--- config.mk ---
export PLATFORM = sky130hd
export DESIGN_NAME = pipeline_stall_ctrl
export DESIGN_NICKNAME = d
export VERILOG_FILES = /design/src/rtl/pipeline_stall_ctrl.sv
export SDC_FILE = /design/constraint.sdc
export NUM_CORES = 1
export LEC_CHECK = 0
export ABC_AREA = 1
export CORE_MARGIN = 2
export CORE_UTILIZATION = 38
export CTS_CLUSTER_SIZE = 25
export DETAILED_ROUTE_END_ITERATION = 12
export GPL_TIMING_DRIVEN = 1
export PLACE_DENSITY = 0.77
export SYNTH_ARGS = -nofsm -noshare
export SYNTH_HDL_FRONTEND = slang
export SYNTH_SLANG_ARGS = --single-unit
--- constraint.sdc ---
create_clock -name clk -period 1.35 [get_ports clk]
set_input_delay 0.135 -clock clk [delete_from_list [all_inputs] [get_ports clk]]
set_output_delay 0.135 -clock clk [all_outputs]
set_load 0.05 [all_outputs]
--- src/rtl/pipeline_stall_ctrl.sv ---
// pipeline_stall_ctrl
//   Stall/flush sequencer for the five-stage RV32I core. It covers the hazards
//   that forwarding cannot resolve:
//   - load-use: stall F/D and bubble E
//   - taken branch/jump: flush D/E
//   - variable-latency data memory: freeze F..M and bubble W until the memory
//     acknowledges, or until MEM_TIMEOUT frozen cycles have elapsed.
//
//   Optional feature macro: PIPE_PERF_CNT_EN (adds the StallCnt/FlushCnt counters).
//
// Ports
//   clk, rst           core clock; asynchronous active-low reset
//   ResultSrcE0        E-stage instruction is a load
//   RD_E               E-stage destination register
//   Rs1_D, Rs2_D       D-stage source registers
//   PCSrcE             branch/jump taken in E
//   MemReqM            M-stage instruction accesses data memory
//   MemReadyM          data memory completes the access this cycle
//   StallF/D/E/M       hold PC / IF-ID / ID-EX / EX-MEM
//   FlushD/E/W         bubble IF-ID / ID-EX / MEM-WB
//   MemErr             registered one-cycle pulse after a timeout abort
//   StallCnt, FlushCnt saturating performance counters (PIPE_PERF_CNT_EN only)
module pipeline_stall_ctrl #(
    parameter int MEM_TIMEOUT = 15,
    parameter int CNT_W       = 32
) (
    input  logic             clk,
    input  logic             rst,
    input  logic             ResultSrcE0,
    input  logic [4:0]       RD_E,
    input  logic [4:0]       Rs1_D,
    input  logic [4:0]       Rs2_D,
    input  logic             PCSrcE,
    input  logic             MemReqM,
    input  logic             MemReadyM,
    output logic             StallF,
    output logic             StallD,
    output logic             StallE,
    output logic             StallM,
    output logic             FlushD,
    output logic             FlushE,
    output logic             FlushW,
`ifdef PIPE_PERF_CNT_EN
    output logic             MemErr,
    output logic [CNT_W-1:0] StallCnt,
    output logic [CNT_W-1:0] FlushCnt
`else
    output logic             MemErr
`endif
);

    localparam int WCNT_W = $clog2(MEM_TIMEOUT + 1);
    localparam logic [WCNT_W-1:0] WCNT_MAX = WCNT_W'(MEM_TIMEOUT);

    typedef enum logic {
        RUN      = 1'b0,
        MEM_WAIT = 1'b1
    } state_t;

    state_t            state, state_nxt;
    logic [WCNT_W-1:0] wcnt, wcnt_nxt;
    logic              err_nxt;
    logic              lu;
    logic              freeze;

    // state / wait counter / error pulse register
    always_ff @(posedge clk or negedge rst) begin
        if (!rst) begin
            state  <= RUN;
            wcnt   <= '0;
            MemErr <= 1'b0;
        end else begin
            state  <= state_nxt;
            wcnt   <= wcnt_nxt;
            MemErr <= err_nxt;
        end
    end

    always_comb begin
        state_nxt = state;
        wcnt_nxt  = wcnt;
        err_nxt   = 1'b0;
        freeze    = 1'b0;
        StallF    = 1'b0;
        StallD    = 1'b0;
        StallE    = 1'b0;
        StallM    = 1'b0;
        FlushD    = 1'b0;
        FlushE    = 1'b0;
        FlushW    = 1'b0;

        lu = ResultSrcE0 && (RD_E != 5'd0) && ((RD_E == Rs1_D) || (RD_E == Rs2_D));

        case (state)
            RUN: begin
                // the entry cycle is the first frozen cycle of the access
                if (MemReqM && !MemReadyM) begin
                    freeze    = 1'b1;
                    state_nxt = MEM_WAIT;
                    wcnt_nxt  = WCNT_W'(1);
                end
            end
            MEM_WAIT: begin
                // MemReqM is not looked at here: M still holds the same access
                if (MemReadyM) begin
                    state_nxt = RUN;
                end else if (wcnt == WCNT_MAX) begin
                    // abort: this cycle runs unfrozen, error reported next cycle
                    state_nxt = RUN;
                    err_nxt   = 1'b1;
                end else begin
                    freeze   = 1'b1;
                    wcnt_nxt = wcnt + WCNT_W'(1);
                end
            end
            default: state_nxt = RUN;
        endcase

        // outputs are forced low while reset is held, independent of state
        if (rst) begin
            if (freeze) begin
                StallF = 1'b1;
                StallD = 1'b1;
                StallE = 1'b1;
                StallM = 1'b1;
                FlushW = 1'b1;
            end else if (PCSrcE) begin
                // D holds a wrong-path instruction, so a load-use stall is moot
                FlushD = 1'b1;
                FlushE = 1'b1;
            end else if (lu) begin
                StallF = 1'b1;
                StallD = 1'b1;
                FlushE = 1'b1;
            end
        end
    end

`ifdef PIPE_PERF_CNT_EN
    always_ff @(posedge clk or negedge rst) begin
        if (!rst) begin
            StallCnt <= '0;
            FlushCnt <= '0;
        end else begin
            if (StallF && (StallCnt != '1)) StallCnt <= StallCnt + CNT_W'(1);
            if (FlushD && (FlushCnt != '1)) FlushCnt <= FlushCnt + CNT_W'(1);
        end
    end
`endif

endmodule

* Word level (Yosys, flattened, before mapping)
Cells that the tools add are included.
Storage, ports and cells: word-level logic and storage cells 41, output and inout port bits 8, input port bits 21, register bits after elaboration 6
Cells by class: eq/ne operators 6, add/sub/neg operators 1, multiplexer cells 23, bitwise gates (word level) 1, reduce and logical (&&, ||, !) cells 7
Operators with widths (number):
- $mux 1 | 18
- $mux 4 | 3
- $eq 5x5->1 | 2
- $pmux 4 s2 | 1
- $ne 2x2->1 const B | 3
- $reduce_bool 5->1 | 1
- $add 4x1->4 const B | 1
- $eq 4x4->1 const B | 1
- $logic_and 1x1->1 | 3
- $reduce_and 3->1 | 1
- $pmux 1 s2 | 1
- $logic_not 1->1 | 1
- $logic_or 1x1->1 | 1
- $not 1->1 | 1

* Depth between registers and ports, before layout
Gate-level depths: netlist of the first run.
word-level depth 7, gate-level depth with buffers 9, gate-level depth less buffers 8

* Worst setup path before layout of the first run
OpenSTA, ideal clock, no wires.
path kind reg-to-output, start point register wcnt[0], end point output port StallF, path slack -353 ps, arrival 1568 ps, cell stages (with the launch flop) 8, path buffers 1, data required time 1215 ps, cell sequence dfrtp_1 -> ha_1 -> nand3_2 -> nand3_2 -> nand2_4 -> nand2_1 -> nand2_1 -> buf_4
Between the ends: word-level cells in the longest chain between the ends 6
Ends and longest elaborated chain:
- from (decl) | line 61 | logic [WCNT_W-1:0] wcnt, wcnt_nxt;
- from (signal assigned) | line 74 | wcnt <= wcnt_nxt;
- $eq 4x4->1 | line 107 | end else if (wcnt == WCNT_MAX) begin
- $mux 1 | line 107
- $mux 1 | line 105 | if (MemReadyM) begin
- $pmux 1 s2 | line 94 | case (state)
- named net freeze | line 64 | logic freeze;
- $mux 1 (2 in a row)
- to (decl) | line 36 | output logic StallF,
The timed path passes the listed nets, and every way through them passes these cells.

* Worst setup path after layout of the first run
start point input port RD_E[1], end point output port StallF
Between the ends: word-level cells in the longest chain between the ends 7, elaborated cells on any way between the ends 10, classes of those cells 2 x eq/ne; 4 x mux; 4 x reduce/logical
Ends and longest elaborated chain:
- from (decl) | line 30 | input logic [4:0] RD_E,
- $eq 5x5->1 / $reduce_bool 5->1 (equally long branches) | line 92 | lu = ResultSrcE0 && (RD_E != 5'd0) && ((RD_E == Rs1_D) || (RD_E == Rs2_D));
- $logic_or 1x1->1 / $logic_and 1x1->1 (equally long branches) | line 92
- $logic_and 1x1->1 * | line 92
- $mux 1 * | line 131 | end else if (lu) begin
- $mux 1 * | line 127 | end else if (PCSrcE) begin
- $mux 1 * | line 121 | if (freeze) begin
- $mux 1 * | line 120 | if (rst) begin
Mark *: on every way between the ends. The rest lies on a longest branch, timed or not.

==> results of run 1 <==
## kinds of logic after synthesis
| family | synth area share (%) |
|---|---|
| flip-flops | 26.79 |
| buffers and inverters | 18.08 |
| AO/OA/AOI/OAI | 3.124 |
| adder cells (fa/ha/maj) | 2.232 |
| XOR/XNOR | 4.688 |
| multiplexers | 2.009 |
| AND/OR/NAND/NOR | 43.08 |
## flip-flops by register name (all words and copies together), names as in the netlist
signal  flops
MemErr      1
state       1
wcnt        4
## critical path, stage by stage
cell and delay (ps):
clkdlybuf4s50_1 510, inv_1 90, nand2_1 70, nand2_1 50
nor2_1 110, nand3_1 130, nand2_2 130, nand3_2 120
nand2_8 100, buf_12 130
## repair_timing
action,CTS,global route
hold buffers,0,0
setup endpoints to repair,7,12
hold endpoints to repair,0,0
setup buffers,6,2
pin swaps,2,4
gates resized for setup,3,11
## area by class of cell
cell class                 count  area, sq um  area share [%]
inverter                      21        88.84           7.553
multi-input combinational     62        387.9           32.98
tap                           15        18.77           1.596
timing repair buffer          45        508.0           43.19
clock buffer                   3        22.52           1.915
sequential                     6        150.1           12.77
## routing by layer
layer / share of wire, % / vias to the layer above / global-route usage (%)
met2: 53 / 37 / 42.77
met1: 37 / 357 / 22.77
met5: 0 / - / 0
li1: - / 363 / -
met4: 4.5 / 0 / 12.50
met3: 5.7 / 14 / 6.466
## how the worst min path moves through the flow
stage                     start  endpoint  slack, ps  depth (start not counted)
after floorplan             rst    MemErr       -160                          0
after global placement      rst   wcnt[2]        540                          2
after detailed placement    rst   wcnt[2]        540                          2
after CTS                   rst   wcnt[2]        270                          2
after global routing        rst   wcnt[2]        280                          2
final                       rst   wcnt[2]        280                          2
## metrics by stage
stage          hold slack [ps]  instance area, sq um  setup WS [ps]  utilization (%)  total power [mW]
2_1_floorplan           -160.6                 605.6         -179.6                -            0.4233
3_3_place_gp             539.2                  1035         -239.2            77.58            0.6206
3_5_place_dp             540.9                  1035         -272.7            77.58            0.6335
4_1_cts                  272.6                  1121         -316.4            84.05            0.8333
5_1_grt                  281.4                  1176         -470.5            88.18            0.9082
6_report                 276.1                  1176         -367.0            88.18            0.8614
## report_power, final
part	internal, mW	switching (mW)	leakage (nW)	total, mW
Sequential	0.203	0.0239	0.0785	0.227
Clock	0.101	0.0769	0.0138	0.178
Combinational	0.234	0.223	0.531	0.456
Total	0.538	0.324	0.624	0.861
## placed cells by master, fill, tap and decap left out, drive strengths merged
cell / synthesis / routed
nand2: 33 / 33
buf: 3 / 25
inv: 21 / 19
clkdlybuf4s50: 0 / 17
nand3: 10 / 10
nor2: 8 / 8
dfrtp: 6 / 6
xnor2: 3 / 3
clkbuf: 0 / 3
dlymetal6s2s: 0 / 3
clkinvlp: 0 / 2
o21ai: 2 / 2
nand4: 1 / 1
nor3: 1 / 1
o31ai: 1 / 1
mux2: 1 / 1
or2: 1 / 1
ha: 1 / 1
==> flow_metrics.env, run 1 <==
export IMPL_antenna_left=0
export IMPL_fmax_ghz=0.5824
export IMPL_antennaDiodeCount=0
export IMPL_ys_flop_type="dfrtp_1"
export IMPL_power_leakage_nw=0.6236
export IMPL_dr_pass1_iters=4
export IMPL_place_inst=142
export IMPL_htreeDepth=1
export IMPL_fill_cells=61
export IMPL_timing_final_crit_period_ps=1717
export IMPL_worstSetupEndpointType="output pin"
export IMPL_syn_nets=114
export IMPL_drv_slew=0
export IMPL_reg2reg_from="wcnt[0]"
export IMPL_rr_worst_depth=9
export IMPL_path_clk_slew_ps=50
export IMPL_worstSetupStartpoint="RD_E[1]"
export IMPL_synth_edff_count=0
export IMPL_rsz0062_at_grt="true"
export IMPL_final_cells=152
export IMPL_cp_arrival_ps=1580
export IMPL_period_share_pct=127.2
export IMPL_grt_pass1_vias=764
export IMPL_drc=0
export IMPL_io_buffers=28
export IMPL_criticalPathCategory="in2out"
export IMPL_grt_total_usage_pct=23.12
export IMPL_synthCells=92
export IMPL_synthArstFlopShare_pct=100.0
export IMPL_power_density_nw_per_um2=732.4
export IMPL_ys_types=19
export IMPL_relSlewSlack_pct=84.57
export IMPL_vias_per_cell=5.072
export IMPL_ys_warn_count=0
export IMPL_clockBufferDepth=2
export IMPL_synth_area_sq_um=560.5
export IMPL_yosysMostFrequentCell="nand2_1"
export IMPL_violations="negative setup slack"
export IMPL_reg2reg_to="MemErr"
export IMPL_gr_total_overflow=0
export IMPL_cts_buffers=3
export IMPL_vias=771
export IMPL_die_x_um=42.41
export IMPL_hp_class="in2async"
export IMPL_synth_area_top_cells="dfrtp_1 27%, nand2_1 21%, inv_1 13%"
export IMPL_wl_mm=2.156
export IMPL_fp_row_count=13
export IMPL_vdd_drop_max_mv=0.5218
export IMPL_synth_top_area_share_pct=26.79
export IMPL_grt_start_max_net_pins=6
export IMPL_clk_latency_ps=250
export IMPL_cp_max_fo=3
export IMPL_synth_top_cell_by_area="dfrtp_1"
export IMPL_synthTopCellsByCount="32 x nand2_1, 19 x inv_1, 8 x nand3_1, 7 x nor2_1, 6 x dfrtp_1"
export IMPL_cts_root_buf="clkbuf_4"
export IMPL_initial_core_util_pct=42.03
export IMPL_ios=29
export IMPL_fin_skew_ps=1.406
export IMPL_fin_ws_ps=-367.0
export IMPL_dieArea_sq_um=1798
export IMPL_rrSetupSlack_ps=-260
export IMPL_detail_route_wl_per_cell_um=14.18
export IMPL_hold_violations=0
export IMPL_die_h_um=42.41
export IMPL_coreArea_sq_um=1334
export IMPL_cts_tree="yes"
export IMPL_critPathLaunchType="primary input"
export IMPL_maxCapViolCount=0
export IMPL_area_growth_pct=109.8
export IMPL_endpoint="StallF"
export IMPL_grt_first_pass_wirelength_mm=3.056
export IMPL_finalSetupViolations=10
export IMPL_tightestPinTransition_ps=231.5
export IMPL_yosysSeqAreaShare_pct=26.79
export IMPL_setup_tns_ps=-2978
export IMPL_final_layout_size_suffix_gt1_share_pct=35.04
export IMPL_ys_seq_elements=6
export IMPL_cts_sinks=6
export IMPL_gp_congestion=0.7951
export IMPL_synth_area_per_cell_sq_um=6.093
export IMPL_cp_data_required_time_ps=1220
export IMPL_dp_hpwl_mm=1.359
export IMPL_nets=161
export IMPL_status="finished, violations left"
export IMPL_antenna_found_initial=0
export IMPL_drt_initial_drc_count=16
Power figures use the tool's default switching activity.
==> run 2: changes to the inputs <==
--- a/config.mk
+++ b/config.mk
@@ -12,6 +12,7 @@
 export DETAILED_ROUTE_END_ITERATION = 12
 export GPL_TIMING_DRIVEN = 1
 export PLACE_DENSITY = 0.77
+export SKIP_LAST_GASP = 1
 export SYNTH_ARGS = -nofsm -noshare
 export SYNTH_HDL_FRONTEND = slang
 export SYNTH_SLANG_ARGS = --single-unit
==> run 2 against run 1 <==
  * The run still ends with negative setup slack left
  * Sequential share of layout area increased by 0.055 points
  * Clock power about the same
  * Non-clock buffer count unchanged
  * Die area unchanged
  * Final area decreased by 0.43%
  * Utilization decreased by 0.38 points
  * Largest cell class unchanged
  * Highest routed layer unchanged
==> flow_metrics.env, run 2 (synthesis results as in run 1) <==
export IMPL_grt_start_max_net_pins=6
export IMPL_status="finished, violations left"
export IMPL_cts_root_buf="clkbuf_4"
export IMPL_relSlewSlack_pct=83.82
export IMPL_violations="negative setup slack"
export IMPL_tightestPinTransition_ps=242.7
export IMPL_final_cell_mix="27 x nand2_1, 17 x inv_1, 17 x clkdlybuf4s50_1"
export IMPL_grt_pass1_vias=743
export IMPL_initial_core_util_pct=42.03
export IMPL_fin_skew_ps=3.287
export IMPL_gr_total_overflow=0
export IMPL_nets=161
export IMPL_worst_hold_slack_ps=274.8
export IMPL_clk_latency_ps=250
export IMPL_rr_worst_depth=9
export IMPL_hp_class="in2async"
export IMPL_timing_final_crit_period_ps=1763
export IMPL_criticalPathCategory="in2out"
export IMPL_fill_cells=66
export IMPL_reg2reg_to="MemErr"
export IMPL_reg_largest_list="wcnt (4), MemErr (1), state (1)"
export IMPL_cp_max_fo=3
export IMPL_path_cells="clkdlybuf4s50_1, inv_1, nand2_1, nand2_1, nor2_1, nand3_1, nand2_2, nand3_2, nand2_8, buf_12"
export IMPL_htreeDepth=1
export IMPL_power_total_mw=0.8578
export IMPL_dieArea_sq_um=1798
export IMPL_die_h_um=42.41
export IMPL_place_inst=142
export IMPL_reg2reg_from="wcnt[0]"
export IMPL_wl_mm=2.133
export IMPL_cts_sinks=6
export IMPL_path_clk_slew_ps=50
export IMPL_antenna_found_initial=0
export IMPL_io_buffers=28
export IMPL_hold_violations=0
export IMPL_maxCapViolCount=0
export IMPL_vias_per_cell=5.046
export IMPL_die_x_um=42.41
export IMPL_final_cells=152
export IMPL_final_layout_size_suffix_gt1_share_pct=34.31
export IMPL_rsz0062_at_grt="true"
export IMPL_fmax_ghz=0.5673
export IMPL_ios=29
export IMPL_period_share_pct=130.6
export IMPL_detail_route_wl_per_cell_um=14.03
export IMPL_fin_ws_ps=-412.7
export IMPL_largest_register_ffs=4
export IMPL_power_leakage_nw=0.6228
export IMPL_grt_total_usage_pct=22.32
export IMPL_regMostFlops="wcnt"
export IMPL_critPathLaunchType="primary input"
export IMPL_layout_commonest_cell="nand2_1"
export IMPL_worstSetupEndpointType="output pin"
export IMPL_finalSetupViolations=10
export IMPL_antenna_left=0
export IMPL_area_growth_pct=108.9
export IMPL_rrSetupSlack_ps=-280
export IMPL_crit_top_cell="nand2_1"
export IMPL_fp_row_count=13
export IMPL_power_density_nw_per_um2=732.5
export IMPL_dr_pass1_iters=4
export IMPL_drc=0
export IMPL_clockBufferDepth=2
export IMPL_critPathMaxStageDelay_ps=500
export IMPL_vdd_drop_max_mv=0.5272
export IMPL_cp_data_required_time_ps=1220
export IMPL_grt_first_pass_wirelength_mm=2.960
export IMPL_cts_tree="yes"
export IMPL_cts_buffers=3
export IMPL_coreArea_sq_um=1334
export IMPL_antennaDiodeCount=0
export IMPL_critical_path_slowest_cell="clkdlybuf4s50_1"
export IMPL_cp_arrival_ps=1630
export IMPL_gp_congestion=0.7951
export IMPL_drt_initial_drc_count=31
export IMPL_drv_slew=0
export IMPL_vias=767
export IMPL_dp_hpwl_mm=1.359
==> run 2: worst max-delay path by stage <==
stage / start / endpoint / slack [ps] / cells after the start
floorplan: wcnt[0] / StallE / -180 / 7
global placement: RD_E[3] / StallF / -240 / 10
detailed placement: RD_E[4] / StallF / -270 / 10
CTS: wcnt[0] / StallF / -320 / 8
global route: RD_E[1] / StallF / -500 / 10
finish: RD_E[1] / StallF / -410 / 10
==> run 2: stage by stage <==
| step | cell area [sq um] | setup TNS (ps) | util (%) | setup slack, ps |
|---|---|---|---|---|
| 2_1_floorplan | 605.6 | -417.7 | - | -179.6 |
| 3_3_place_gp | 1035 | -1062 | 77.58 | -239.2 |
| 3_5_place_dp | 1035 | -1266 | 77.58 | -272.7 |
| 4_1_cts | 1116 | -2376 | 83.68 | -316.4 |
| 5_1_grt | 1171 | -3707 | 87.80 | -501.3 |
| 6_report | 1171 | -2899 | 87.80 | -412.7 |
==> run 2: critical path: cells and delay by family <==
| family | cells | cell delay (ps) |
|---|---|---|
| simple gates | 7 | 770 |
| buf+inv | 3 | 720 |
==> run 2: area by class of cell <==
class                   instances  area [sq um]  share of cell area, %
multi-input cells              62         382.9                  32.69
repair buffers                 45         508.0                  43.38
clock buffers                   3         22.52                  1.923
flip-flops and latches          6         150.1                  12.82
inverters                      21         88.84                  7.585
well taps                      15         18.77                  1.603
==> run 2: report_power, final <==
group / leakage [nW] / total [mW] / switching [mW] / internal, mW
clock: 0.0138 / 0.178 / 0.0769 / 0.101
combinational: 0.530 / 0.454 / 0.220 / 0.234
sequential: 0.0785 / 0.226 / 0.0230 / 0.203
total: 0.623 / 0.858 / 0.320 / 0.538
==> run 2: routing by layer <==
metal | up-vias | GRT usage, % | wire length (um) | part of all wire [%]
met3 | 14 | 6.034 | 135 | 6.3
met2 | 35 | 42.46 | 1095 | 51
li1 | 365 | - | - | -
met1 | 353 | 21.99 | 770 | 36
met4 | 0 | 10.00 | 131 | 6.1
met5 | - | 0 | 0 | 0
==> run 2: timing repair <==
| item | CTS | global route |
|---|---|---|
| pin swaps | 2 | 5 |
| gates resized for setup | 2 | 11 |
| hold buffers | 0 | 0 |
| buffers inserted | 6 | 2 |
| endpoints found under the hold margin | 0 | 0 |
| endpoints found under the setup margin | 7 | 12 |
